[src/rtl/lcg_stim_gen.sv]
// lcg_stim_gen: parametrised stimulus source for fuzz harnesses.
// Each beat is OUT_W bits wide and is built one 32-bit word per cycle into a
// shadow buffer. The word source is a 32-bit LCG, the running beat count, or
// a seed latched at start. Beats are reproducible for a given seed.
//
// Handshake: stim_valid rises when a beat is complete and then stays high,
// with stim_flat held stable, until the cycle in which stim_ready is high.
// A beat is transferred exactly on a rising edge where stim_valid && stim_ready.
// stim_ready has no effect while stim_valid is low. The next beat is never
// pre-built while one is presented, so the LCG advances only during FILL.
module lcg_stim_gen #(
    parameter int          OUT_W        = 264,
    parameter int          CNT_W        = 16,
    parameter logic [31:0] SEED_DEFAULT = 32'd397356838
) (
    input  logic             clk,
    input  logic             rst_n,
    input  logic             start,
    input  logic             abort,
    input  logic             seed_load,
    input  logic [31:0]      seed,
    input  logic [1:0]       mode,
    input  logic [CNT_W-1:0] cycles,
    input  logic             stim_ready,
    output logic             stim_valid,
    output logic [OUT_W-1:0] stim_flat,
    output logic             busy,
    output logic             done,
    output logic [CNT_W-1:0] beat_cnt,
    output logic [1:0]       dbg_state
);

    // Number of 32-bit words per beat; the top word may be partly unused.
    localparam int NW    = (OUT_W + 31) / 32;
    localparam int BUF_W = NW * 32;
    localparam int IDX_W = (NW > 1) ? $clog2(NW) : 1;
    localparam logic [IDX_W-1:0] IDX_LAST = IDX_W'(NW - 1);

    localparam logic [31:0] LCG_MUL = 32'h41C64E6D;
    localparam logic [31:0] LCG_INC = 32'h0000_3039;

    typedef enum logic [1:0] {
        S_IDLE    = 2'd0,
        S_FILL    = 2'd1,
        S_PRESENT = 2'd2
    } state_t;

    state_t             state_q,    state_d;
    logic [31:0]        lcg_q,      lcg_d;
    logic [1:0]         mode_q,     mode_d;
    logic [CNT_W-1:0]   cycles_q,   cycles_d;
    logic [31:0]        seed_lat_q, seed_lat_d;
    logic [IDX_W-1:0]   idx_q,      idx_d;
    logic [BUF_W-1:0]   shadow_q,   shadow_d;
    logic [OUT_W-1:0]   flat_q,     flat_d;
    logic               valid_q,    valid_d;
    logic               done_q,     done_d;
    logic [CNT_W-1:0]   beat_cnt_q, beat_cnt_d;

    logic [31:0]        lcg_next;
    logic [31:0]        fill_word;
    logic               lcg_mode;
    logic               last_beat;

    // Word source for the current FILL cycle, selected by the latched mode.
    always_comb begin
        lcg_next  = (lcg_q * LCG_MUL) + LCG_INC;
        lcg_mode  = (mode_q == 2'd0) || (mode_q == 2'd3);
        last_beat = ((beat_cnt_q + CNT_W'(1)) == cycles_q);
        case (mode_q)
            2'd1:    fill_word = 32'(beat_cnt_q) + 32'(idx_q);
            2'd2:    fill_word = seed_lat_q;
            default: fill_word = lcg_next;
        endcase
    end

    // Control FSM next-state logic; abort overrides every state.
    always_comb begin
        state_d    = state_q;
        lcg_d      = lcg_q;
        mode_d     = mode_q;
        cycles_d   = cycles_q;
        seed_lat_d = seed_lat_q;
        idx_d      = idx_q;
        shadow_d   = shadow_q;
        flat_d     = flat_q;
        valid_d    = valid_q;
        done_d     = 1'b0;
        beat_cnt_d = beat_cnt_q;

        if (abort) begin
            // Keep lcg, stim_flat and beat_cnt so a later run resumes the chain.
            state_d = S_IDLE;
            valid_d = 1'b0;
        end else begin
            case (state_q)
                S_IDLE: begin
                    // Seed load takes effect at the same edge as start, so the
                    // first FILL cycle already steps from the new seed.
                    if (seed_load) begin
                        lcg_d = seed;
                    end
                    if (start) begin
                        mode_d     = mode;
                        cycles_d   = cycles;
                        seed_lat_d = seed;
                        beat_cnt_d = '0;
                        if (cycles == '0) begin
                            done_d = 1'b1;
                        end else begin
                            idx_d   = '0;
                            state_d = S_FILL;
                        end
                    end
                end

                S_FILL: begin
                    if (lcg_mode) begin
                        lcg_d = lcg_next;
                    end
                    for (int k = 0; k < NW; k++) begin
                        if (idx_q == IDX_W'(k)) begin
                            shadow_d[k*32 +: 32] = fill_word;
                        end
                    end
                    if (idx_q == IDX_LAST) begin
                        // Publish the whole beat, including the word written now.
                        flat_d  = shadow_d[OUT_W-1:0];
                        valid_d = 1'b1;
                        state_d = S_PRESENT;
                    end else begin
                        idx_d = idx_q + IDX_W'(1);
                    end
                end

                S_PRESENT: begin
                    if (stim_ready) begin
                        beat_cnt_d = beat_cnt_q + CNT_W'(1);
                        valid_d    = 1'b0;
                        if (last_beat) begin
                            done_d  = 1'b1;
                            state_d = S_IDLE;
                        end else begin
                            idx_d   = '0;
                            state_d = S_FILL;
                        end
                    end
                end

                default: begin
                    state_d = S_IDLE;
                    valid_d = 1'b0;
                end
            endcase
        end
    end

    // State and datapath registers with asynchronous active-low reset.
    always_ff @(posedge clk or negedge rst_n) begin
        if (!rst_n) begin
            state_q    <= S_IDLE;
            lcg_q      <= SEED_DEFAULT;
            mode_q     <= 2'd0;
            cycles_q   <= '0;
            seed_lat_q <= '0;
            idx_q      <= '0;
            shadow_q   <= '0;
            flat_q     <= '0;
            valid_q    <= 1'b0;
            done_q     <= 1'b0;
            beat_cnt_q <= '0;
        end else begin
            state_q    <= state_d;
            lcg_q      <= lcg_d;
            mode_q     <= mode_d;
            cycles_q   <= cycles_d;
            seed_lat_q <= seed_lat_d;
            idx_q      <= idx_d;
            shadow_q   <= shadow_d;
            flat_q     <= flat_d;
            valid_q    <= valid_d;
            done_q     <= done_d;
            beat_cnt_q <= beat_cnt_d;
        end
    end

    // All outputs come straight from registers.
    always_comb begin
        stim_valid = valid_q;
        stim_flat  = flat_q;
        busy       = (state_q == S_FILL) || (state_q == S_PRESENT);
        done       = done_q;
        beat_cnt   = beat_cnt_q;
        dbg_state  = state_q;
    end

endmodule

[config.mk]
export PLATFORM = sky130hd
export DESIGN_NAME = lcg_stim_gen
export DESIGN_NICKNAME = d
export VERILOG_FILES = /design/src/rtl/lcg_stim_gen.sv
export SDC_FILE = /design/constraint.sdc
export NUM_CORES = 2
export LEC_CHECK = 0
export ABC_CLOCK_PERIOD_IN_PS = 9030
export CORE_MARGIN = 3
export CORE_UTILIZATION = 50
export DETAILED_ROUTE_END_ITERATION = 10
export HOLD_SLACK_MARGIN = 0.05
export PLACE_DENSITY = 0.71
export SLEW_MARGIN = 15
export SYNTH_ARGS = -nofsm -noshare
export SYNTH_HDL_FRONTEND = slang
export SYNTH_SLANG_ARGS = --single-unit
[constraint.sdc]
create_clock -name clk -period 9.03 [get_ports clk]
set_clock_uncertainty 0.15 [all_clocks]
set_input_delay 0.903 -clock clk [delete_from_list [all_inputs] [get_ports clk]]
set_output_delay 0.903 -clock clk [all_outputs]
set_load 0.02 [all_outputs]
==> flow_summary.yaml <==
timing:
  hold_viol_final: 0
  slew_headroom: 0.221
  slew_viol_final: 0
  worstMarginPinSlew_ns: 1.16
  layout_min_cycle_time_ns: 8.42
  setup_tns_ns: 0
  clock.fmax_ghz: 0.119
  fin_crit_sh: 0.932
  finalSetupViolCount: 0
  rsz0062_at_grt: "no"
routing:
  drc: 0
  dr.pass1.iters: 5
  dr_total_vias: 27200
  first_iter_violations: 2479
  ant_nets: 0
  drt-total-wl_um: 111000
  wl_per_cell_um: 22.5
  via_per_inst: 5.50
place:
  io_buffers: 340
  gp_congestion: 1.02
  dp_hpwl_um: 81400
synth:
  seq_area_frac_synth: 0.443
  ys.flop_type: "dfrtp_1"
  synth_top_area_frac: 0.429
  ys_ff_latch: 626
  synth_async_sr_flop_share: 1.00
  avgSynthCellArea_sq_um: 9.59
  yosys.area.top_type: "dfrtp_1"
  syn_nets: 4164
  netlist_area_sq_mm: 0.0354
  synthCells: 3696
  synth_cell_types: 80
  synth-edff-count: 0
  yosys_warnings: 0
  netlist_top_cells_area: "dfrtp_1 43%, fa_1 11%, ha_1 7.9%, nand2_1 7.6%, o21ai_0 7.5%"
clocking:
  clk_latency_ns: 0.62
  clockBufferDepth: 3
  post_cts_resized: 0
  h-tree-depth: 3
  cts.sinks: 626
  cts_setup_buffers: 0
  clock-root-buffer: "clkbuf_16"
  tritoncts: "done"
  postCtsHoldBufs: 0
  cts-buffers-inserted: 69
  clkTransAtPathRegs_ns: 0.06
layout:
  layout_commonest_cell: "nand2_1"
  drive_gt1_frac: 0.0746
  layout_common_cells: "709 x nand2_1, 608 x dfrtp_1, 533 x o21ai_0, 429 x inv_1, 339 x clkdlybuf4s50_1"
  area_delta_synth_final_pct: 18.7
  num-nets-final: 4421
global_route:
  busiest_layer: "met2"
  antenna_found_initial: 6
  grtUsageTotal: 0.303
  grt_max_degree: 234
  use_met3: 0.0867
  use_met1: 0.418
  grt_use_met2: 0.465
  grt_pass1_wl_um: 169000
  grt_pass1_vias: 27200
  overflow: 0
worst_setup_path:
  endpoint_kind: "flop"
  cp_max_fo: 14
  worstPathRequired_ns: 9.32
  start_kind: "flop"
  criticalPathCategory: "reg -> reg"
  worstPathArrival_ns: 8.71
floorplanning:
  die_w_um: 272
  die_area_sq_mm: 0.0741
  rows: 96
  pin_count: 341
  die_h_um: 272
  core_area_sq_mm: 0.0694
  initial_core_util: 0.510
outcome:
  status: "finished clean"
job:
  drv_cap: 0
hold_path:
  hold_class: "in -> async"
==> final timing paths <==
kind	from	endpoint	slack, ns	depth (start not counted)
min in group clk	stim_flat[76]$_DFFE_PN0P_	stim_flat[76]$_DFFE_PN0P_	0.33	2
min reg2reg	stim_flat[76]$_DFFE_PN0P_	stim_flat[76]$_DFFE_PN0P_	0.33	2
max	lcg_q[9]$_DFFE_PN1P_	stim_flat[217]$_DFFE_PN0P_	0.61	22
max in group asynchronous	rst_n	cycles_q[2]$_DFFE_PN0P_	6.54	3
max reg2reg	lcg_q[9]$_DFFE_PN1P_	stim_flat[217]$_DFFE_PN0P_	0.61	22
min	rst_n	shadow_q[78]$_DFFE_PN0P_	0.19	1
==> synth_stat cells, drive strengths merged, types with 3 or more instances <==
cell type	count
a221o	13
o311ai	3
a22o	4
o21a	8
nand3b	5
nor4b	4
a221oi	5
or3	7
mux2i	46
o21ai	560
fa	189
a21o	16
and2	12
a22oi	14
o22ai	3
mux2	71
nor2	161
nor2b	8
nand4	10
xnor2	67
o211ai	11
buf	27
nor3b	5
o2111ai	3
nor3	18
nand2b	8
nand2	720
a211oi	6
a311oi	4
xor2	27
a32oi	3
nor4	6
a21boi	4
dfstp	18
ha	223
o31ai	23
dfrtp	608
or2	4
nand3	23
inv	429
a21oi	96
clkbuf	175
and3	14
a31oi	11
==> registers in the layout, indices dropped and copies added (netlist names), 2 cells and up <==
register,flops
idx_q,4
seed_lat_q,32
stim_flat,264
shadow_q,256
cycles_q,16
mode_q,2
dbg_state,2
beat_cnt,16
lcg_q,32
==> per-stage QoR <==
step / instance area (sq um) / hold slack [ns] / util / worst slack (ns) / instances
finish: 42100 / 0.188 / 0.606 / 0.612 / 4942
global route: 42100 / 0.256 / 0.606 / 0.275 / 4940
CTS: 42000 / 0.228 / 0.606 / 0.789 / 4940
detailed placement: 39700 / 0.320 / 0.572 / 0.850 / 4813
global placement: 39700 / 0.308 / 0.572 / 0.881 / 4813
floorplan: 35400 / 0.296 / - / 2.20 / 3696
==> critical path, cell delays in order, from the launching register on <==
cell      delay, ns
dfstp_2        0.70
ha_1           0.38
xor2_1         0.21
ha_1           0.19
a21oi_1        0.20
fa_1           0.44
fa_1           0.49
inv_1          0.05
fa_1           0.47
fa_1           0.52
fa_1           0.50
inv_1          0.06
fa_1           0.48
inv_1          0.04
ha_1           0.36
a21oi_1        0.25
o21ai_0        0.17
a311oi_1       0.97
o311ai_0       0.43
a32oi_2        0.80
nor2_1         0.11
a21oi_1        0.16
o21ai_0        0.10
==> layer usage <==
| metal | routed length, um | vias up | share of wire |
|---|---|---|---|
| li1 | - | 12600 | - |
| met1 | 47100 | 13400 | 0.42 |
| met2 | 49800 | 986 | 0.45 |
| met3 | 10200 | 183 | 0.092 |
| met4 | 4040 | 2 | 0.036 |
| met5 | 13 | - | 0.00012 |
==> cells by family after synthesis <==
| group | share of synthesized area |
|---|---|
| AND/OR/NAND/NOR | 0.117 |
| AO/OA/AOI/OAI | 0.128 |
| buffers and inverters | 0.0678 |
| flip-flops | 0.443 |
| adder cells (fa/ha/maj) | 0.186 |
| multiplexers | 0.0356 |
| XOR/XNOR | 0.0232 |
==> final cells by class <==
cell class | count | area, sq um
fillers | 5911 | 27400
multi-input cells | 2438 | 17400
flip-flops and latches | 626 | 15700
repair buffers | 388 | 3810
clock buffers | 101 | 2020
inverters | 430 | 1610
well taps | 931 | 1160
clock inverters | 26 | 329
diodes | 2 | 5.00
Power is not shown: default switching activity piles up to over one toggle a cycle in this logic, so the estimate is an artifact.
